**src/rtl/iq_path_switch.sv**
```systemverilog
// I/Q source-to-channel router with per-channel transform and glitch-free re-routing.
// Each channel is a two-stage pipeline (mux, transform) with a guard FSM in front of it.

module iq_path_ch #(
  parameter int DW        = 16,
  parameter int NUM_SRC   = 4,
  parameter int SEL_W     = 4,
  parameter int GUARD_LEN = 16
) (
  input  logic                          clk,
  input  logic                          rst,
  input  logic [NUM_SRC-1:0][DW-1:0]    src_i,
  input  logic [NUM_SRC-1:0][DW-1:0]    src_q,
  input  logic [NUM_SRC-1:0]            src_v,
  input  logic                          cfg_valid,
  input  logic [SEL_W-1:0]              cfg_sel,
  input  logic [1:0]                    cfg_mode,
  output logic [DW-1:0]                 out_i,
  output logic [DW-1:0]                 out_q,
  output logic                          out_v,
  output logic                          busy,
  output logic                          done,
  output logic                          bad
);
  localparam int STAGES = 2;
  localparam logic [1:0] M_PASS = 2'd0, M_CONJ = 2'd1, M_SWAP = 2'd2, M_MUTE = 2'd3;
  localparam logic [SEL_W:0] NSRC = (SEL_W+1)'(NUM_SRC);
  localparam logic [15:0] GLOAD = 16'(GUARD_LEN - 1);
  localparam logic [DW-1:0] MIN_NEG = {1'b1, {(DW-1){1'b0}}};
  localparam logic [DW-1:0] MAX_POS = {1'b0, {(DW-1){1'b1}}};

  typedef enum logic {RUN, GUARD} state_t;
  typedef struct packed {
    logic [DW-1:0] i;
    logic [DW-1:0] q;
  } iq_t;

  state_t           state;
  logic [15:0]      gcnt;
  logic [SEL_W-1:0] act_sel, pend_sel, rd_sel;
  logic [1:0]       act_mode, pend_mode;
  iq_t              mux_iq, s1, s2_n, s2;
  logic             mux_v;
  logic [STAGES:0]  vld_pipe;

  function automatic logic [DW-1:0] neg_sat(input logic [DW-1:0] x);
    return (x == MIN_NEG) ? MAX_POS : (~x + 1'b1);
  endfunction

  assign bad  = cfg_valid && ({1'b0, cfg_sel} >= NSRC);
  assign done = (state == GUARD) && (gcnt == '0) && !cfg_valid;
  assign busy = (state == GUARD);

  // During the guard the pending source already drives the strobe so the rate never breaks.
  assign rd_sel = (state == GUARD) ? pend_sel : act_sel;

  always_comb begin
    mux_iq = '0;
    mux_v  = 1'b0;
    for (int k = 0; k < NUM_SRC; k++) begin
      if (rd_sel == SEL_W'(k)) begin
        mux_iq = '{i: src_i[k], q: src_q[k]};
        mux_v  = src_v[k];
      end
    end
    if (state == GUARD) mux_iq = '0;
  end

  assign vld_pipe[0] = mux_v;

  always_comb begin
    s2_n = '0;
    case (act_mode)
      M_PASS:  s2_n = s1;
      M_CONJ:  s2_n = '{i: s1.i, q: neg_sat(s1.q)};
      M_SWAP:  s2_n = '{i: s1.q, q: s1.i};
      default: s2_n = '0;
    endcase
  end

  always_ff @(posedge clk or negedge rst) begin
    if (!rst) begin
      s1                   <= '0;
      s2                   <= '0;
      vld_pipe[STAGES:1]   <= '0;
      state                <= RUN;
      gcnt                 <= '0;
      act_sel              <= '0;
      act_mode             <= M_MUTE;
      pend_sel             <= '0;
      pend_mode            <= M_MUTE;
    end else begin
      s1                 <= mux_iq;
      s2                 <= s2_n;
      vld_pipe[STAGES:1] <= vld_pipe[STAGES-1:0];
      if (cfg_valid) begin
        if (bad) begin
          act_mode <= M_MUTE;
          state    <= RUN;
          gcnt     <= '0;
        end else if (state == GUARD || cfg_sel != act_sel) begin
          pend_sel  <= cfg_sel;
          pend_mode <= cfg_mode;
          state     <= GUARD;
          gcnt      <= GLOAD;
        end else begin
          act_mode <= cfg_mode;
        end
      end else if (state == GUARD) begin
        if (gcnt == '0) begin
          state    <= RUN;
          act_sel  <= pend_sel;
          act_mode <= pend_mode;
        end else begin
          gcnt <= gcnt - 1'b1;
        end
      end
    end
  end

  assign out_i = s2.i;
  assign out_q = s2.q;
  assign out_v = vld_pipe[STAGES];
endmodule

module iq_path_switch #(
  parameter int DW        = 16,
  parameter int NUM_SRC   = 4,
  parameter int NUM_CH    = 2,
  parameter int SEL_W     = 4,
  parameter int GUARD_LEN = 16
) (
  input  logic                      clk,
  input  logic                      rst,
  input  logic [NUM_SRC*DW-1:0]     src_i_tdata,
  input  logic [NUM_SRC*DW-1:0]     src_q_tdata,
  input  logic [NUM_SRC-1:0]        src_tvalid,
  input  logic [NUM_CH*SEL_W-1:0]   sel_in,
  input  logic [NUM_CH*2-1:0]       mode_in,
  input  logic                      cfg_valid,
  output logic [NUM_CH*DW-1:0]      out_i_tdata,
  output logic [NUM_CH*DW-1:0]      out_q_tdata,
  output logic [NUM_CH-1:0]         out_tvalid,
  output logic [NUM_CH-1:0]         ch_busy,
  output logic                      sel_err,
  output logic [15:0]               switch_cnt
);
  logic [NUM_SRC-1:0][DW-1:0] src_i, src_q;
  logic [NUM_CH-1:0][DW-1:0]  ch_i, ch_q;
  logic [NUM_CH-1:0]          done, bad;
  logic [4:0]                 n_done;
  logic [16:0]                cnt_sum;

  assign src_i       = src_i_tdata;
  assign src_q       = src_q_tdata;
  assign out_i_tdata = ch_i;
  assign out_q_tdata = ch_q;

  for (genvar c = 0; c < NUM_CH; c++) begin : g_ch
    iq_path_ch #(
      .DW(DW), .NUM_SRC(NUM_SRC), .SEL_W(SEL_W), .GUARD_LEN(GUARD_LEN)
    ) u_ch (
      .clk       (clk),
      .rst       (rst),
      .src_i     (src_i),
      .src_q     (src_q),
      .src_v     (src_tvalid),
      .cfg_valid (cfg_valid),
      .cfg_sel   (sel_in[c*SEL_W +: SEL_W]),
      .cfg_mode  (mode_in[c*2 +: 2]),
      .out_i     (ch_i[c]),
      .out_q     (ch_q[c]),
      .out_v     (out_tvalid[c]),
      .busy      (ch_busy[c]),
      .done      (done[c]),
      .bad       (bad[c])
    );
  end

  // Simultaneous guard completions all count, clamped at all-ones.
  always_comb begin
    n_done = '0;
    for (int c = 0; c < NUM_CH; c++) n_done = n_done + 5'(done[c]);
    cnt_sum = {1'b0, switch_cnt} + 17'(n_done);
  end

  always_ff @(posedge clk or negedge rst) begin
    if (!rst) begin
      sel_err    <= 1'b0;
      switch_cnt <= '0;
    end else begin
      sel_err    <= sel_err | (|bad);
      switch_cnt <= cnt_sum[16] ? 16'hFFFF : cnt_sum[15:0];
    end
  end
endmodule

```
**config.mk**
```make
export PLATFORM = sky130hd
export DESIGN_NAME = iq_path_switch
export DESIGN_NICKNAME = d
export VERILOG_FILES = /design/src/rtl/iq_path_switch.sv
export SDC_FILE = /design/constraint.sdc
export NUM_CORES = 1
export LEC_CHECK = 0
export CORE_MARGIN = 2
export CORE_UTILIZATION = 42
export DETAILED_ROUTE_END_ITERATION = 8
export PLACE_DENSITY = 0.71
export RECOVER_POWER = 100
export SETUP_SLACK_MARGIN = 0.05
export SLEW_MARGIN = 40
export SYNTH_ARGS = -nofsm -noshare
export SYNTH_HDL_FRONTEND = slang
export SYNTH_SLANG_ARGS = --single-unit
```
**constraint.sdc**
```tcl
create_clock -name clk -period 7.9 [get_ports clk]
set_input_delay 0.79 -clock clk [delete_from_list [all_inputs] [get_ports clk]]
set_output_delay 0.79 -clock clk [all_outputs]
set_load 0.05 [all_outputs]
```
==> results.env <==
TIMING.CLOCK.SKEW_NS=0.0270
TOTALNEGATIVESETUPSLACK_NS=0
DIE_WIDTH_MICRONS=168
CTS_MADE_BUFFERS=23
ROUTED_WIRELENGTH_MICRONS=36800
COUNT_OF_CELLS_ALONG_THE_WORST_REGISTER_TO_REGISTER_PATH=4
SEQ_AREA_FRAC_SYNTH_PCT=45.9
FIN_AREA_SQ_MM=0.0146
FINAL_CORE_UTIL_PCT=54.6
ASYNC_FLOP_SHARE_PCT=100
PIN_COUNT_OF_THE_BIGGEST_NET_ENTERING_GLOBAL_ROUTING=137
MOSTFREQUENTLAYOUTCELL='sky130_fd_sc_hd__nor2_1'
POST-ROUTE-MIN-PERIOD_NS=4.60
FAILED_CHECKS='capacitance limit, slew limit'
ROW_COUNT=60
CP_TOP_FAMILY='buffers and inverters'
LEAKAGE_COMPONENT_OF_THE_POWER_nW=6.33
GR-TOTAL-OVERFLOW=0
DPL-INSTANCE-AREA_SQ_MM=0.0138
DRV.MAX_CAP_VIOLATION_COUNT=5
FILLERS=2362
NUMBER_OF_MAX_SLEW_VIOLATIONS_IN_THE_FINAL_REPORT=314
PLACE.PORT_BUFFERS=231
SYNTH_TOP_CELL_BY_AREA='sky130_fd_sc_hd__dfrtp_1'
POST_ROUTE_CELLS_DRIVE_ABOVE_1_SHARE_PCT=6.41
CP_SLOWEST_CELL='sky130_fd_sc_hd__clkbuf_1'
GRT_ANTENNA_BEFORE_REPAIR=8
TIGHTEST_SLEW_NS=3.79
RUN_STATUS='finished with violations'
HTREE_LEVELS=1
WORST_SLEW_MARGIN_REL_PCT=-153
FINALWEIGHTEDCONGESTION=0.918
PERIOD_SHARE_PCT=58.2
DESIGN.PORTCOUNT=232
VIA_PER_INST=5.70
TIMING.CRITICAL_PATH.TO='g_ch[0].u_ch.vld_pipe[1]'
DP.CELLS=1844
REGTOREGSTARTPOINT='g_ch[0].u_ch.busy'
FINAL_NETS=1684
MAX_FREQ_MHz=217
CRIT_PATH_MAX_INCR_DELAY_NS=2.35
CLOCK-SINKS=207
CTS_TREE='built'
FFS_LATCHES_SYNTH=207
CLKTRANSATPATHREGS_NS=0.06
R2R-END='g_ch[0].u_ch.vld_pipe[1]'
NUMBER_OF_GLOBAL_ROUTE_VIAS_BEFORE_REPAIR=10288
SETUP_VIOL_COUNT_FINAL=0
CP.ARRIVAL_NS=5.00
HOLD_CLASS='in2async'
FIRST_PASS_ITERS=6
DIE-HEIGHT_MICRONS=168
CRITPATHBUFINV=1
PLACEABLECOREAREA_SQ_MM=0.0267
CRIT_PATH_REQUIRED_TIME_NS=8.30
DRT-INITIAL-DRC-COUNT=1075
CTS-HOLD-FIX-BUFFERS=0
CRITICAL_PATH_CELL_COUNT=4
SYNTH_CELL_TYPES=77
INSERTION_DELAY_TO_THE_LATER_SINK_OF_THE_WORST_SKEW_PAIR_NS=0.52
SYNTHESIS.INSTANCES=1355
CRIT_PATH_START='g_ch[0].u_ch.busy'
SYNTHESIS.NETS=1510
ROUTED_WIRE_LENGTH_PER_INSTANCE_MICRONS=19.5
SYNTH_ENABLE_FLOP_CELLS=0
FINALHOLDVIOLATIONS=0
DRT.ANTENNA.VIOLATING_NETS=0
GR-USAGE-ALL-LAYERS_PCT=25.7
CRITPATHLAUNCHTYPE='flop'
WORSTPATHCELLLIST='mux2i_4 -> clkbuf_1 -> mux4_2 -> nor2b_1'
YOSYS.AREA.TOP_TYPE_SHARE_PCT=44.0
POST_LAYOUT_NONFILLER_INSTANCES=1888
SETUP.REG_TO_REG.WORST_SLACK_NS=3.30
MOSTFREQUENTLAYOUTCELLS='233 x sky130_fd_sc_hd__nor2_1, 212 x sky130_fd_sc_hd__nand2_1, 199 x sky130_fd_sc_hd__dfrtp_1'
SYNTHTOPCELLSBYAREA='sky130_fd_sc_hd__dfrtp_1 44%, sky130_fd_sc_hd__nor2_1 7.7%, sky130_fd_sc_hd__nand2_1 7.0%'
INITIAL_UTILIZATION_PCT=42.3
AREA.GROWTH.SYNTH_TO_FINAL_PCT=29.1
POWER_DENSITY_mW_PER_MM2=383
CTS_SETUP_BUFFERS=0
CELL_AREA_AFTER_SYNTHESIS_SQ_MM=0.0113
PATH_CLASS='reg2reg'
RSZ0062_AT_GRT='no'
POST-ROUTE-DRC-COUNT=0
CTS_ROOT_BUF='sky130_fd_sc_hd__clkbuf_16'
WORST_SETUP_PATH_END_KIND='flop'
PEAKVDDDROP_mV=0.158
CTS_BUFFER_DEPTH=3
CRITICAL_PATH.MAX_FANOUT=65
FP.DIEAREA_SQ_MM=0.0283
SYNTHESIS.AREA_PER_INSTANCE_SQ_UM=8.34
HPWL_MICRONS=25900
SYNTH-WARNING-COUNT=0
PRIMARY_FLIP_FLOP_CELL_CHOSEN_BY_SYNTHESIS_MAPPING='sky130_fd_sc_hd__dfrtp_1'
CTS_REPAIR_RESIZE_COUNT=0
ROUTED-VIA-COUNT=10764
WIRE_LENGTH_OF_THE_FIRST_GLOBAL_ROUTING_PASS_MICRONS=57800
[routing by layer]
metal  share of wire, %  GRT usage (%)  vias to the layer above
met5               0.13              0                        -
met4                3.9           9.97                        6
met3                9.1           5.36                       92
met2                 45           40.4                      516
met1                 42           35.2                     5133
li1                   -              -                     5017
[cells in the mapped netlist, types with 5 or more instances]
cell type / n
sky130_fd_sc_hd__inv_1: 47
sky130_fd_sc_hd__dfstp_2: 8
sky130_fd_sc_hd__buf_1: 7
sky130_fd_sc_hd__xor2_1: 16
sky130_fd_sc_hd__nor3b_1: 11
sky130_fd_sc_hd__o21ai_1: 9
sky130_fd_sc_hd__mux2i_1: 11
sky130_fd_sc_hd__a21oi_1: 35
sky130_fd_sc_hd__or3_1: 9
sky130_fd_sc_hd__o21ai_0: 143
sky130_fd_sc_hd__nand2_1: 212
sky130_fd_sc_hd__dfrtp_1: 199
sky130_fd_sc_hd__nor4_1: 16
sky130_fd_sc_hd__clkbuf_1: 74
sky130_fd_sc_hd__o22ai_1: 14
sky130_fd_sc_hd__nand3_1: 17
sky130_fd_sc_hd__and2_1: 5
sky130_fd_sc_hd__mux2_2: 15
sky130_fd_sc_hd__a31oi_1: 75
sky130_fd_sc_hd__ha_1: 7
sky130_fd_sc_hd__nor2_1: 232
sky130_fd_sc_hd__nand4_1: 7
sky130_fd_sc_hd__a31o_2: 6
sky130_fd_sc_hd__nor2b_1: 17
sky130_fd_sc_hd__buf_4: 6
sky130_fd_sc_hd__buf_2: 5
sky130_fd_sc_hd__o31ai_1: 9
sky130_fd_sc_hd__nor3_1: 24
sky130_fd_sc_hd__xnor2_1: 30
[area by class of cell]
cell class / instances / area, sq um / area share (%)
Antenna cell: 3 / 7.51 / 0.0514
Clock buffer: 29 / 638 / 4.37
Clock inverter: 11 / 159 / 1.09
Inverter: 47 / 176 / 1.21
Multi-Input combinational cell: 1006 / 5590 / 38.3
Sequential cell: 207 / 5190 / 35.6
Tap cell: 341 / 427 / 2.92
Timing Repair Buffer: 244 / 2410 / 16.5
[power by group]
part / internal [W] / switching, W
clock network: 0.000699 / 0.000430
logic: 0.000885 / 0.00176
registers: 0.00144 / 0.000368
[logic make-up (layout without fill, tap and decap cells)]
kind of cell	after synthesis	after routing	share of synthesized area [%]
AOI/OAI and AO/OA	332	332	17.6
xor gates and xnor gates	46	46	3.56
adders and majority gates	8	8	0.952
buffers and inverters	142	331	5.11
DFF	207	207	45.9
muxes	32	32	3.26
other	0	3	0
and+or+nand+nor	588	588	23.6
[worst reg2reg max path, cell delays in order (launching register included)]
cell	delay, ns
sky130_fd_sc_hd__dfrtp_1	0.81
sky130_fd_sc_hd__mux2i_4	0.33
sky130_fd_sc_hd__clkbuf_1	2.35
sky130_fd_sc_hd__mux4_2	0.80
sky130_fd_sc_hd__nor2b_1	0.20
[state kept, by name, indices dropped and copies added (netlist names), 2 cells and up]
| signal | count |
|---|---|
| g_ch.u_ch.gcnt | 32 |
| g_ch.u_ch.busy | 2 |
| g_ch.u_ch.out_v | 2 |
| g_ch.u_ch.pend_sel | 8 |
| g_ch.u_ch.act_sel | 8 |
| g_ch.u_ch.act_mode | 4 |
| g_ch.u_ch.out_q | 32 |
| g_ch.u_ch.pend_mode | 4 |
| g_ch.u_ch.s1 | 64 |
| g_ch.u_ch.out_i | 32 |
| switch_cnt | 16 |
| g_ch.u_ch.vld_pipe | 2 |
[metrics by stage]
step	total power (W)	hold slack [ns]	setup WS [ns]
2_1_floorplan	0.00350	0.331	4.45
3_3_place_gp	0.00442	0.336	3.84
3_5_place_dp	0.00446	0.336	3.73
4_1_cts	0.00561	0.313	3.72
5_1_grt	0.00589	0.340	2.69
6_report	0.00558	0.241	3.30
[worst min-delay path by stage]
stage	slack, ns	from	cells after the start	end
finish	0.24	rst	1	g_ch[0].u_ch.out_i[0]
global route	0.34	rst	1	g_ch[0].u_ch.out_i[0]
CTS	0.31	rst	1	g_ch[0].u_ch.out_q[3]
detailed placement	0.34	g_ch[0].u_ch.vld_pipe[1]	0	g_ch[0].u_ch.out_v
global placement	0.34	g_ch[0].u_ch.vld_pipe[1]	0	g_ch[0].u_ch.out_v
floorplan	0.33	g_ch[0].u_ch.vld_pipe[1]	0	g_ch[0].u_ch.out_v
(Power assumes the default switching activity.)
